[config.mk]
export PLATFORM = sky130hd
export DESIGN_NAME = calc_entry_sequencer
export DESIGN_NICKNAME = d
export VERILOG_FILES = /design/src/rtl/calc_entry_sequencer.sv
export SDC_FILE = /design/constraint.sdc
export NUM_CORES = 1
export LEC_CHECK = 0
export ABC_CLOCK_PERIOD_IN_PS = 2029
export BUFFER_PORTS_ARGS = -buffer_cell sky130_fd_sc_hd__buf_2
export CORE_UTILIZATION = 36
export CTS_CLUSTER_SIZE = 24
export DETAILED_ROUTE_END_ITERATION = 8
export MAX_ROUTING_LAYER = met4
export PLACE_DENSITY = 0.6
export SLEW_MARGIN = 20
export SYNTH_ARGS = -nofsm -noshare
export SYNTH_HDL_FRONTEND = slang
export SYNTH_SLANG_ARGS = --single-unit
[constraint.sdc]
create_clock -name clk -period 2.03 [get_ports clk]
set_input_delay 0.1015 -clock clk [delete_from_list [all_inputs] [get_ports clk]]
set_output_delay 0.1015 -clock clk [all_outputs]
set_load 0.02 [all_outputs]
[src/rtl/calc_entry_sequencer.sv]
// Keypad-entry sequencer for the calculator datapath: turns debounced key events
// into operand load/clear strobes, an op select, and a start/done handshake with timeout.
module calc_entry_sequencer #(
  parameter int RELEASE_CYC = 4,
  parameter int TIMEOUT     = 255
) (
  input  logic       clk,
  input  logic       rst,
  input  logic       key_valid,
  input  logic [3:0] key_code,
  input  logic       done,
  output logic [3:0] xin,
  output logic [3:0] yin,
  output logic       ldX,
  output logic       ldY,
  output logic       clrX,
  output logic       clrY,
  output logic [2:0] s,
  output logic       exec_start,
  output logic       busy,
  output logic       result_valid,
  output logic       err,
  output logic [2:0] state_o
);

  typedef enum logic [2:0] {
    S_X    = 3'd0,
    S_OP   = 3'd1,
    S_Y    = 3'd2,
    S_EQ   = 3'd3,
    S_EXEC = 3'd4,
    S_SHOW = 3'd5
  } state_t;

  localparam int         RW       = (RELEASE_CYC > 1) ? $clog2(RELEASE_CYC) : 1;
  localparam logic [RW-1:0] REL_LAST = RW'(RELEASE_CYC - 1);
  localparam logic [7:0] TMO_LAST = 8'(TIMEOUT - 1);

  state_t        state, state_nxt;
  logic          armed;
  logic [RW-1:0] rel_cnt;
  logic [7:0]    timer, timer_nxt;
  logic [3:0]    xin_nxt, yin_nxt;
  logic [2:0]    s_nxt;
  logic          ldx_nxt, ldy_nxt, clrx_nxt, clry_nxt, start_nxt, rv_nxt, err_nxt;

  logic accept, is_digit, is_op, is_clr, is_eq;
  logic [2:0] op_sel;

  assign accept   = key_valid && armed;
  assign is_digit = (key_code <= 4'd9);
  assign is_op    = (key_code >= 4'd10) && (key_code <= 4'd13);
  assign is_clr   = (key_code == 4'd14);
  assign is_eq    = (key_code == 4'd15);
  // codes 10..13 map to 0..3 through their low two bits
  assign op_sel   = {1'b0, key_code[1:0] - 2'd2};

  assign busy    = (state == S_EXEC);
  assign state_o = state;

  always_ff @(posedge clk or negedge rst) begin
    if (!rst) state <= S_X;
    else      state <= state_nxt;
  end

  always_comb begin
    state_nxt = state;
    timer_nxt = timer;
    xin_nxt   = xin;
    yin_nxt   = yin;
    s_nxt     = s;
    rv_nxt    = result_valid;
    err_nxt   = err;
    ldx_nxt   = 1'b0;
    ldy_nxt   = 1'b0;
    clrx_nxt  = 1'b0;
    clry_nxt  = 1'b0;
    start_nxt = 1'b0;
    if (accept && is_clr) begin
      clrx_nxt  = 1'b1;
      clry_nxt  = 1'b1;
      s_nxt     = 3'd0;
      rv_nxt    = 1'b0;
      err_nxt   = 1'b0;
      timer_nxt = 8'd0;
      state_nxt = S_X;
    end else begin
      case (state)
        S_X: if (accept && is_digit) begin
          xin_nxt   = key_code;
          ldx_nxt   = 1'b1;
          state_nxt = S_OP;
        end
        S_OP: if (accept && is_digit) begin
          xin_nxt = key_code;
          ldx_nxt = 1'b1;
        end else if (accept && is_op) begin
          s_nxt     = op_sel;
          state_nxt = S_Y;
        end
        S_Y: if (accept && is_digit) begin
          yin_nxt   = key_code;
          ldy_nxt   = 1'b1;
          state_nxt = S_EQ;
        end else if (accept && is_op) begin
          s_nxt = op_sel;
        end
        S_EQ: if (accept && is_digit) begin
          yin_nxt = key_code;
          ldy_nxt = 1'b1;
        end else if (accept && is_op) begin
          s_nxt = op_sel;
        end else if (accept && is_eq) begin
          start_nxt = 1'b1;
          timer_nxt = 8'd0;
          state_nxt = S_EXEC;
        end
        S_EXEC: if (done) begin
          rv_nxt    = 1'b1;
          state_nxt = S_SHOW;
        end else if (timer == TMO_LAST) begin
          err_nxt   = 1'b1;
          state_nxt = S_SHOW;
        end else if (timer != 8'hFF) begin
          timer_nxt = timer + 8'd1;
        end
        // a digit starts a fresh entry; an operator chains onto the held result in X
        S_SHOW: if (accept && is_digit) begin
          rv_nxt    = 1'b0;
          err_nxt   = 1'b0;
          xin_nxt   = key_code;
          ldx_nxt   = 1'b1;
          clry_nxt  = 1'b1;
          state_nxt = S_OP;
        end else if (accept && is_op) begin
          rv_nxt    = 1'b0;
          err_nxt   = 1'b0;
          s_nxt     = op_sel;
          state_nxt = S_Y;
        end
        default: state_nxt = S_X;
      endcase
    end
  end

  always_ff @(posedge clk or negedge rst) begin
    if (!rst) begin
      xin          <= 4'd0;
      yin          <= 4'd0;
      s            <= 3'd0;
      ldX          <= 1'b0;
      ldY          <= 1'b0;
      clrX         <= 1'b0;
      clrY         <= 1'b0;
      exec_start   <= 1'b0;
      result_valid <= 1'b0;
      err          <= 1'b0;
      timer        <= 8'd0;
    end else begin
      xin          <= xin_nxt;
      yin          <= yin_nxt;
      s            <= s_nxt;
      ldX          <= ldx_nxt;
      ldY          <= ldy_nxt;
      clrX         <= clrx_nxt;
      clrY         <= clry_nxt;
      exec_start   <= start_nxt;
      result_valid <= rv_nxt;
      err          <= err_nxt;
      timer        <= timer_nxt;
    end
  end

  // Re-arm only after key_valid stays low for RELEASE_CYC consecutive cycles
  always_ff @(posedge clk or negedge rst) begin
    if (!rst) begin
      armed   <= 1'b1;
      rel_cnt <= '0;
    end else if (accept) begin
      armed   <= 1'b0;
      rel_cnt <= '0;
    end else if (!armed) begin
      if (key_valid) begin
        rel_cnt <= '0;
      end else if (rel_cnt == REL_LAST) begin
        armed   <= 1'b1;
        rel_cnt <= '0;
      end else begin
        rel_cnt <= rel_cnt + 1'b1;
      end
    end
  end

endmodule

==> results.py <==
metrics = {
    "status": {
        "status": "finished, final reports clean",
    },
    "critical_path": {
        "crit_start": "state_o[1]$_DFFE_PN0P_",
        "critPathCapture": "timer[3]$_DFFE_PN0P_",
        "worstPathArrival_ns": 1.92,
        "crit-reg2reg-capture": "timer[3]$_DFFE_PN0P_",
        "crit_path_max_fanout": 10,
        "max_stage_delay_ns": 0.49,
        "crit_path_start_kind": "flop",
        "crit_buf_inv": 0,
        "cp_data_required_time_ns": 2.18,
        "cp_cell_sequence": "nand2b_2 > nor3_2 > a21o_1 > a21boi_4 > a31oi_1",
        "path_class": "flop to flop",
        "worst-path-stages": 5,
        "endpoint_kind": "flop",
        "cpMaxStageDelayCell": "dfrtp_1",
        "r2r_cells": 5,
        "regToRegSetupSlack_ns": 0.25,
        "r2r_start": "state_o[1]$_DFFE_PN0P_",
        "crit_family": "compound AO/OA/AOI/OAI gates",
    },
    "global_route": {
        "grt_max_degree": 32,
        "grt_remaining_overflow": 0,
        "grt_antenna_before_repair": 0,
        "gr-usage-all-layers_pct": 16.2,
        "grt_pass1_vias": 1201,
        "grt_pass1_wl_mm": 5.97,
    },
    "sta": {
        "fin_crit_ns": 1.78,
        "period_share_pct": 87.6,
        "rsz0062_at_grt": "false",
        "hold_viol": 0,
        "slew_viol_final": 0,
        "fmax_ghz": 0.562,
        "finClkSkew_ns": 0.00593,
        "worstMarginPinSlew_ns": 0.705,
        "tns_ns": 0,
        "setup_viol": 0,
        "hold_ws_ns": 0.0506,
        "worst_slack_ns": 0.252,
        "relSlewSlack_pct": 53.0,
    },
    "logic_synthesis": {
        "synth_top_area_cell": "dfrtp_1",
        "synthArstFlopShare_pct": 100,
        "yosys-top-cells-count": "dfrtp_1 (30), nor2_1 (15), nand2_1 (11), a31oi_1 (9), o21ai_0 (9)",
        "syn-num-nets": 169,
        "synth_area_mm2": 0.00163,
        "ys_seq_area_share_pct": 47.7,
        "synthCells": 158,
        "ys_ff_latch": 31,
        "synth_cell_types": 46,
        "synthTopCellsByArea": "dfrtp_1 (46%), mux2_4 (3.7%), a31oi_1 (3.5%)",
        "post_synth.cell_area_avg_um2": 10.3,
        "yosysMostFrequentCell": "dfrtp_1",
        "synth-main-ff-cell": "dfrtp_1",
        "yosysWarnings": 0,
        "synth_edf_count": 0,
        "synth_top_area_share_pct": 46.1,
    },
    "layout": {
        "seq_area_um2": 777,
        "fin_nets": 196,
        "area_growth_pct": 15.1,
        "fill_cells": 432,
        "instances_no_fill": 238,
        "diodes": 0,
        "layout-drive-gt1-share_pct": 29.0,
        "multi_input_area_um2": 756,
    },
    "floorplanning": {
        "chipHeight_um": 69.2,
        "coreArea_mm2": 0.00435,
        "die_w_um": 69.2,
        "start_util_pct": 37.4,
        "die_area_mm2": 0.00479,
        "pin_count": 30,
        "rows": 24,
    },
    "cts": {
        "cts-resized-gates": 0,
        "cts_tree": "built",
        "clkLatencyLatePin_ns": 0.28,
        "clockRootBuffer": "clkbuf_8",
        "cts_buffers": 5,
        "cts.sinks": 31,
        "cts_max_level": 2,
        "path_clk_slew_ns": 0.06,
        "cts_buffer_depth": 2,
    },
    "power_and_ir_drop": {
        "p_int_w": 0.00115,
        "p_switching_w": 0.000557,
        "power.leakage_nw": 0.907,
        "vdd_drop_max_mv": 0.334,
        "seqPwrFrac_pct": 47.2,
        "total_power_w": 0.00171,
        "power_frac_comb_pct": 24.1,
        "power_frac_clock_pct": 28.8,
        "power_density_mw_per_mm2": 911,
        "switching_share_pct": 32.6,
    },
    "drt": {
        "routed_wirelength_mm": 3.53,
        "drtIter0Drc": 83,
        "vias": 1285,
        "wl_per_cell_um": 14.8,
        "first_pass_iters": 4,
        "ant_nets": 0,
        "drc_errors": 0,
        "vias_per_cell": 5.40,
    },
    "placement": {
        "dp_hpwl_mm": 2.54,
        "dp_cells": 229,
        "dp_worst_setup_slack_ns": 0.251,
        "port_buffers": 28,
        "globalplace.congestion": 0.870,
    },
    "worst_hold_path": {
        "hp-class": "input port to flop",
    },
    "run": {
        "cap_violations": 0,
    },
}
## repair_timing
action | 4_1_cts | 5_1_grt
setup buffers | 0 | 0
hold buffers | 1 | 0
hold endpoints to repair | 30 | 0
## how the worst min path moves through the flow
| stage | from | to | slack (ns) | cells past startpoint |
|---|---|---|---|---|
| detailed placement | rst | rel_cnt[1]$_DFFE_PN0P_ | 0.19 | 1 |
| finish | key_valid | armed$_DFF_PN1_ | 0.05 | 2 |
| floorplan | rst | clrX$_DFF_PN0_ | -0.19 | 0 |
| CTS | key_valid | armed$_DFF_PN1_ | 0.04 | 2 |
| global route | key_valid | armed$_DFF_PN1_ | 0.06 | 2 |
| global placement | rst | rel_cnt[0]$_DFFE_PN0P_ | 0.17 | 1 |
## power groups by stage
| stage | Sequential, W | Combinational [W] | Clock, W |
|---|---|---|---|
| after detailed placement | 0.000819 | 0.000413 | 0 |
| after global placement | 0.000812 | 0.000412 | 0 |
| after CTS | 0.000808 | 0.000416 | 0.000511 |
| after global routing | 0.000820 | 0.000450 | 0.000542 |
| final | 0.000805 | 0.000411 | 0.000492 |
| after floorplan | 0.000869 | 0.000229 | 0 |
## metrics by stage
step                utilization, %  area, um2
global placement              40.7       1770
global route                  43.0       1870
detailed placement            40.7       1770
floorplan                        -       1630
finish                        43.0       1870
CTS                           43.0       1870
## layer usage
metal	global-route usage [%]	up-vias	part of all wire [%]
met5	-	-	0
met4	5.44	0	1.1
met3	4.07	5	3.7
met2	25.2	36	50
met1	20.5	626	45
li1	-	618	-
## sequential cells by signal, indices dropped and copies added (netlist names), 2 cells and up
signal	flops
timer	8
xin	4
yin	4
state_o	3
rel_cnt	2
s	2
## final cells by class
type	instances	share of cell area, %
multi-input cells	111	40.3
flip-flops and latches	31	41.5
clock inverters	1	0.267
repair buffers	30	8.41
clock buffers	7	4.61
inverters	6	1.47
well taps	52	3.47
## kinds of logic after synthesis
kind of cell	count (synthesis)	synth area share, %
AND/OR/NAND/NOR	51	16.7
AO/OA/AOI/OAI	43	17.8
flip-flops	31	47.7
buffers and inverters	16	5.84
multiplexers	11	8.30
adder cells (fa/ha/maj)	3	2.31
XOR/XNOR	2	1.08
other	1	0.230
## layout by cell type (no fill, tap or decap), drive strengths merged, types with 2 or more instances in the layout
cell type	count
a2111oi	2
a21boi	2
a21o	4
a21oi	8
a31oi	9
and2	2
and3	3
buf	29
clkbuf	7
dfrtp	30
ha	3
inv	6
mux2	8
mux2i	3
nand2	11
nand3	8
nand4	2
nor2	15
nor3	4
o21ai	10
o22ai	3
or3	3
(Power assumes the default switching activity.)
